--- src/rtl/repcmps_seq.sv ---
// Execute-stage sequencer for CMPS / REPE CMPS / REPNE CMPS: consumes one operand
// pair per cycle, tracks ECX and reports the final count plus ZF/CF on completion.
module repcmps_seq #(
  parameter int CNT_W = 32
) (
  input  logic             clk,
  input  logic             reset_n,
  input  logic             start,
  input  logic [1:0]       rep_mode,
  input  logic [1:0]       size,
  input  logic [CNT_W-1:0] count_in,
  input  logic             abort,
  input  logic             op_valid,
  input  logic [31:0]      op_a,
  input  logic [31:0]      op_b,
  output logic             op_ready,
  output logic             busy,
  output logic             done,
  output logic [CNT_W-1:0] count_out,
  output logic             zf,
  output logic             cf,
  output logic             flags_upd
);

  localparam logic [1:0] S_IDLE  = 2'd0;
  localparam logic [1:0] S_CHECK = 2'd1;
  localparam logic [1:0] S_WAIT  = 2'd2;
  localparam logic [1:0] S_DONE  = 2'd3;

  localparam logic [1:0] M_NONE  = 2'd0;
  localparam logic [1:0] M_REPE  = 2'd1;
  localparam logic [1:0] M_REPNE = 2'd2;

  logic [1:0]       state_q, state_d;
  logic [1:0]       mode_q, mode_d;
  logic [1:0]       size_q, size_d;
  logic [CNT_W-1:0] cnt_q, cnt_d;
  logic             zf_q, zf_d;
  logic             cf_q, cf_d;
  logic             seen_q, seen_d;

  logic             is_rep;
  logic             accept;
  logic             eq;
  logic             lt;
  logic [31:0]      a_m;
  logic [31:0]      b_m;
  logic [CNT_W-1:0] cnt_dec;

  function automatic logic [31:0] mask_sz(input logic [1:0] sz, input logic [31:0] v);
    case (sz)
      2'b00:   return {24'd0, v[7:0]};
      2'b01:   return {16'd0, v[15:0]};
      default: return v;
    endcase
  endfunction

  assign is_rep   = (mode_q == M_REPE) || (mode_q == M_REPNE);
  assign a_m      = mask_sz(size_q, op_a);
  assign b_m      = mask_sz(size_q, op_b);
  assign eq       = (a_m == b_m);
  assign lt       = (a_m < b_m);
  assign cnt_dec  = cnt_q - CNT_W'(1);

  // abort wins over a pending pair: the handshake is withheld so nothing is consumed
  assign op_ready = (state_q == S_WAIT) && !abort;
  assign accept   = op_ready && op_valid;

  assign busy      = (state_q != S_IDLE);
  assign done      = (state_q == S_DONE);
  assign flags_upd = done && seen_q;
  assign count_out = cnt_q;
  assign zf        = zf_q;
  assign cf        = cf_q;

  always_comb begin
    state_d = state_q;
    mode_d  = mode_q;
    size_d  = size_q;
    cnt_d   = cnt_q;
    zf_d    = zf_q;
    cf_d    = cf_q;
    seen_d  = seen_q;
    case (state_q)
      S_IDLE: begin
        if (start) begin
          mode_d  = (rep_mode == 2'b11) ? M_NONE : rep_mode;
          size_d  = size;
          cnt_d   = count_in;
          seen_d  = 1'b0;
          state_d = S_CHECK;
        end
      end
      S_CHECK: begin
        state_d = (is_rep && (cnt_q == '0)) ? S_DONE : S_WAIT;
      end
      S_WAIT: begin
        if (accept) begin
          zf_d   = eq;
          cf_d   = lt;
          seen_d = 1'b1;
          if (is_rep) cnt_d = cnt_dec;
          // the count test uses the decremented value, so a REP never wraps below zero
          if (!is_rep || ((mode_q == M_REPE) && !eq) || ((mode_q == M_REPNE) && eq) ||
              (cnt_dec == '0))
            state_d = S_DONE;
        end
      end
      S_DONE: begin
        state_d = S_IDLE;
      end
      default: begin
        state_d = S_IDLE;
      end
    endcase
    if (abort && (state_q != S_IDLE)) state_d = S_IDLE;
  end

  always_ff @(posedge clk or negedge reset_n) begin
    if (!reset_n) begin
      state_q <= S_IDLE;
      mode_q  <= M_NONE;
      size_q  <= 2'b00;
      cnt_q   <= '0;
      zf_q    <= 1'b0;
      cf_q    <= 1'b0;
      seen_q  <= 1'b0;
    end else begin
      state_q <= state_d;
      mode_q  <= mode_d;
      size_q  <= size_d;
      cnt_q   <= cnt_d;
      zf_q    <= zf_d;
      cf_q    <= cf_d;
      seen_q  <= seen_d;
    end
  end

endmodule

--- config.mk ---
export PLATFORM = sky130hd
export DESIGN_NAME = repcmps_seq
export DESIGN_NICKNAME = d
export VERILOG_FILES = /design/src/rtl/repcmps_seq.sv
export SDC_FILE = /design/constraint.sdc
export NUM_CORES = 1
export LEC_CHECK = 0
export BUFFER_PORTS_ARGS = -buffer_cell sky130_fd_sc_hd__buf_2
export CELL_PAD_IN_SITES_DETAIL_PLACEMENT = 1
export CELL_PAD_IN_SITES_GLOBAL_PLACEMENT = 2
export CORE_MARGIN = 3
export CORE_UTILIZATION = 31
export DETAILED_ROUTE_END_ITERATION = 8
export GPL_ROUTABILITY_DRIVEN = 0
export GPL_TIMING_DRIVEN = 0
export PLACE_DENSITY = 0.86
export REMOVE_ABC_BUFFERS = 1
export SLEW_MARGIN = 40
export SYNTH_ARGS = -nofsm -noshare
export SYNTH_HDL_FRONTEND = slang
export SYNTH_SLANG_ARGS = --single-unit
--- constraint.sdc ---
create_clock -name clk -period 9.94 [get_ports clk]
set_clock_uncertainty 0.15 [all_clocks]
set_input_delay 0 -clock clk [delete_from_list [all_inputs] [get_ports clk]]
set_output_delay 0 -clock clk [all_outputs]
set_load 0.05 [all_outputs]
[Word level (Yosys, flattened, before mapping)]
Cells that the tools add are included.
Cells by class
  add/subtract/negate cells: 1
  equality and inequality tests: 14
  reductions and logical operators: 25
  mux-type cells: 16
  $lt $le $gt $ge: 1
Operator list (count)
  32-bit one-hot mux with 2 select lines: 3
  32-bit 2-to-1 mux: 3
  32-bit logical NOT: 2
  32-bit equality test: 1
  32-bit < comparator: 1
  32-bit by 1-bit subtractor with 32-bit output (second input constant): 1
  2-bit 2-to-1 mux: 5
  2-bit equality test (second input constant): 4
  2-bit one-hot mux with 4 select lines: 1
  1-bit logical AND: 7
  2-bit by 1-bit equality test with 1-bit output (second input constant): 3
  2-bit != test (second input constant): 3
  3-bit AND reduction: 2
  2-bit logical NOT: 2
  1-bit logical OR: 4
  2-bit AND reduction: 2
  4-bit AND reduction: 1
  2-bit nonzero test: 2
  1-bit logical NOT: 3
  1-bit 2-to-1 mux: 3
  3-bit by 1-bit != test with 1-bit output (second input constant): 1
  3-bit by 2-bit != test with 1-bit output (second input constant): 1
  3-bit != test (second input constant): 1
  1-bit one-hot mux with 2 select lines: 1
Storage, ports and cells
  register bits: 41
  logic and storage cells: 64
  input bits: 105

[Logic depth before layout (Yosys ltp)]
  depth after elaboration: 12
  gate-level depth with buffers: 13
  depth with buffers taken out: 11

[Worst setup path before layout]
Ideal clock, no wire load.
  path kind: flip-flop to flip-flop
  start point: register cnt_q[0] (netlist: count_out[0])
  end point: register state_q[0]
  arrival: 3058 ps
  setup time: 120 ps
  path slack: 6613 ps
  buffers on the path: 2
  data required time: 9670 ps
  cell stages (with the launch flop): 13
  cells stage by stage: dfrtp_1 -> buf_6 -> inv_1 -> ha_1 -> or3b_1 -> clkbuf_1 -> o32a_2 -> o32ai_1 -> o2111a_1 -> nand4_1 -> o31ai_4 -> a21oi_1 -> a31o_1
Between the ends
  longest elaborated chain between the ends: 5
Ends and longest elaborated chain
  start: declaration: RTL line 37  | logic [CNT_W-1:0] cnt_q, cnt_d;
  start signal: assignment: RTL line 132  | cnt_q <= cnt_d;
  32-bit by 1-bit subtractor with 32-bit output or 32-bit logical NOT (tied branches): RTL line 63, 95
  32-bit logical NOT or 1-bit logical AND (tied branches): RTL line 105, 95
  1-bit logical OR or 1-bit 2-to-1 mux (tied branches): RTL line 104, 95
  3-bit by 1-bit != test with 1-bit output (no line) or 2-bit one-hot mux with 4 select lines (tied branches)
  3-bit AND reduction (no line) or 2-bit 2-to-1 mux (tied branches)
  end signal: assignment: RTL line 129  | state_q <= state_d;
  end: declaration: RTL line 34  | logic [1:0] state_q, state_d;
Parallel ways exist; a longest one is shown, timed or not.
A chain may end at the register's enable or synchronous reset.

[Final worst setup path]
  start point: register size_q[1]
  end point: register state_q[0]
Between the ends
  longest elaborated chain between the ends: 10
Ends and longest elaborated chain
  start: declaration: RTL line 36  | logic [1:0] size_q, size_d;
  start signal: assignment: RTL line 131  | size_q <= size_d;
  2-bit by 1-bit equality test with 1-bit output or 2-bit logical NOT (tied branches): RTL line 51  | case (sz)
  32-bit one-hot mux with 2 select lines: RTL line 51
  32-bit equality test *: RTL line 61  | assign eq = (a_m == b_m);
  1-bit logical NOT: RTL line 104  | if (!is_rep || ((mode_q == M_REPE) && !eq) || ((mode_q == M_REPNE) && eq) ||
  1-bit logical AND: RTL line 104
  1-bit logical OR: RTL line 104
  1-bit logical OR * (2 in series): RTL line 104
  3-bit by 1-bit != test with 1-bit output (no line) *
  3-bit AND reduction (no line) *
Every way passes the cells marked *; elsewhere a longest branch is shown, timed or not.

==> reports/results.ini <==
[yosys]
syn-cell-area_um2=4155
synth_top_cell_by_area=dfrtp_1
synth-seq-area-share_pct=24.69
synth_largest_type_area_fraction_pct=24.69
yosysWarnings=0
postSynthAreaPerCell_um2=8.084
synth_area_leaders=dfrtp_1 (25%), ha_1 (12%), a21oi_1 (4.9%), nand2_1 (4.9%), o21ai_0 (4.2%)
synth_seq_cells=41
yosys_most_used_dff=dfrtp_1
async_flop_share_pct=100.0
synth_cells=514
synth_edf_count=0
number_of_distinct_standard_cells_referenced_by_the_synthesized_netlist=70

[floorplan]
dieWidth_um=121.8
io-pin-count=143
floorplan.initialDensity_pct=32.27
design.core.area_um2=12880
chip_height_um=121.8
rows=41
fp.dieArea_um2=14830

[place]
port_buffers=142
hpwl_mm=10.56

[drt]
drc=0
wl_per_cell_um=16.45
detail_route.vias_per_cell=5.355
drtIter0Drc=184
wirelength_mm=13.90
routed.top_layer=met4
dr.pass1.iters=4
vias=4525
wl_met1_mm=6.343
remaining_antenna_violation_count=0
met3_routed_wirelength_um=793
met2_wire_len_mm=6.594

[clocking]
cts_buffers=5
cts_tree=yes
cts-root-to-sink-buffers=2
tritoncts_num_sinks=41
cts.reportedPaths.clkPinSlew_ps=60
post_cts_resize_count=0
htree_levels=2
cts_setup_buffers=0
insertion_delay_ps=290
cts_root_buffer=clkbuf_16

[sta]
worst_pin_slew_ps=670.8
timing.hold.ws_ps=100.4
setup-violations-final=0
relSlewSlack_pct=54.90
post-route-period-util_pct=36.80
rsz0062_at_grt=false
fin_setup_tns_ps=0
final_hold_viol_count=0
maxSlewViolCount=0
finalCriticalPeriod_ps=3658
timing.fmax_mhz=273.4

[cells_and_area]
post_route_cells_drive_above_1_share_pct=27.19
num_antenna_cells=0
fillers=1616
nNetsFinal=817
synthToLayoutAreaGrowth_pct=30.89

[setup_path]
crit_path_start_kind=flop
worstPathArrival_ps=3680
critical_path_required_ps=9960
setup.worst_path.class=reg2reg
critPathMaxFanout=34
setup.worst_path.end_class=flop
r2r_setup_slk_ps=6280

[hold_path]
timing.hold.worst.class=in2async

[global_routing]
gr-usage-all-layers_pct=18.53
first_global_vias=4613
grt_start_max_net_pins=42
grt_pass1_wl_mm=22.58
aggregate_global_routing_overflow=0
antenna_found_initial=0

[outcome]
result_of_the_run=completed

[pwr]
ir_drop_mv=0.2302
power.static_leakage_nw=2.474
power.density_nw_per_um2=311.1

[flow_run]
total_of_max_cap_violations=0

placed cells by master (no fill, tap or decap), types with 3 or more instances in the layout:
master         instances
buf_2                142
nand2_1               54
a21oi_1               41
dlygate4sd3_1         41
dfrtp_1               40
ha_1                  39
o21ai_0               35
nand3_1               28
o22ai_1               27
and2_1                26
nor2_1                22
inv_1                 21
nor4_1                12
nor3_1                12
nand4_1                9
a21o_1                 9
mux2i_1                8
nor2b_1                6
nand2b_1               6
clkbuf_16              5
or4_4                  4
or3_1                  4
a22oi_1                4
o21a_1                 4
and4_1                 3
o211ai_1               3
o41ai_1                3
and4_2                 3
a211oi_1               3
mux2_2                 3
nor4b_1                3
clkbuf_1               3
final timing paths:
check,start,end,depth (start not counted)
min in group clk,op_b[31],cf$_DFFE_PN0P_,6
setup reg to reg,size_q[1]$_DFFE_PN0P_,state_q[0]$_DFFE_PN0P_,10
setup / recovery,size_q[1]$_DFFE_PN0P_,state_q[0]$_DFFE_PN0P_,10
max in group asynchronous,reset_n,size_q[1]$_DFFE_PN0P_,2
hold reg to reg,zf$_DFFE_PN0P_,zf$_DFFE_PN0P_,2
hold / removal,reset_n,count_out[9]$_DFFE_PN0P_,2
worst max-delay path, stage by stage, from the launching register on:
cell and delay, ps:
dfrtp_2 580, or2_2 490, and2_1 210, ha_1 290, nand4_1 170, nor4_1 280
nor4b_1 510, mux2i_1 150, o21ai_0 320, o31ai_4 150, a31o_1 240
synthesized netlist by cell type (all sizes together), types with 3 or more instances:
cell	n
a211oi	3
a21o	9
a21oi	41
a22oi	4
and2	27
and4	7
buf	11
clkbuf	21
dfrtp	41
ha	40
inv	21
mux2	4
mux2i	8
nand2	54
nand2b	7
nand3	28
nand4	10
nor2	22
nor2b	6
nor3	13
nor4	15
nor4b	3
o211ai	3
o21a	4
o21ai	35
o22ai	28
o31ai	3
o41ai	3
or3	5
or4	6
layer usage:
layer,global-route usage [%],vias to the layer above
met4,4.762,0
met2,31.98,141
met1,24.30,2138
met3,2.739,15
li1,-,2231
met5,0,-
logic make-up (layout without fill, tap and decap cells):
group,after synthesis,after routing,synth area share (%)
buf+inv,56,215,7.949
xor+xnor,3,3,0.6325
fa+ha+maj,40,40,12.04
flops,41,41,24.69
compound gates,149,149,22.82
simple gates,213,213,28.76
mux,12,12,3.101
per-stage QoR:
step | util [%] | std cells | power [mW] | area [um^2] | setup slack [ps]
finish | 42.24 | 845 | 1.692 | 5439 | 6282
global route | 42.24 | 845 | 1.837 | 5439 | 6058
CTS | 42.14 | 844 | 1.699 | 5426 | 6011
detailed placement | 37.90 | 795 | 1.516 | 4880 | 6028
global placement | 37.51 | 793 | 1.456 | 4830 | 4113
floorplan | - | 479 | 1.178 | 3904 | 5171
final cells by class:
class,instances,area [um^2],area share [%]
inverters,21,78.83,1.449
repair buffers,186,1164,21.39
well taps,172,215.2,3.957
multi-input cells,417,2818,51.81
clock buffers,8,136.4,2.507
flip-flops and latches,41,1027,18.89
power by group:
part / internal, mW / leakage [nW] / switching [mW]
Combinational: 0.379 / 1.93 / 0.706
Sequential: 0.252 / 0.483 / 0.192
Clock: 0.0937 / 0.0652 / 0.0687
Total: 0.725 / 2.47 / 0.967
registers in the layout, indices dropped and copies added, names as in the netlist:
name / flops
zf: 1
seen_q: 1
size_q: 2
cf: 1
state_q: 2
mode_q: 2
count_out: 32
repair_timing:
| action | CTS | global route |
|---|---|---|
| hold buffers | 41 | 0 |
| endpoints found under the hold margin | 80 | 0 |
| setup endpoints to repair | 0 | 0 |
Power figures use the tool's default switching activity.
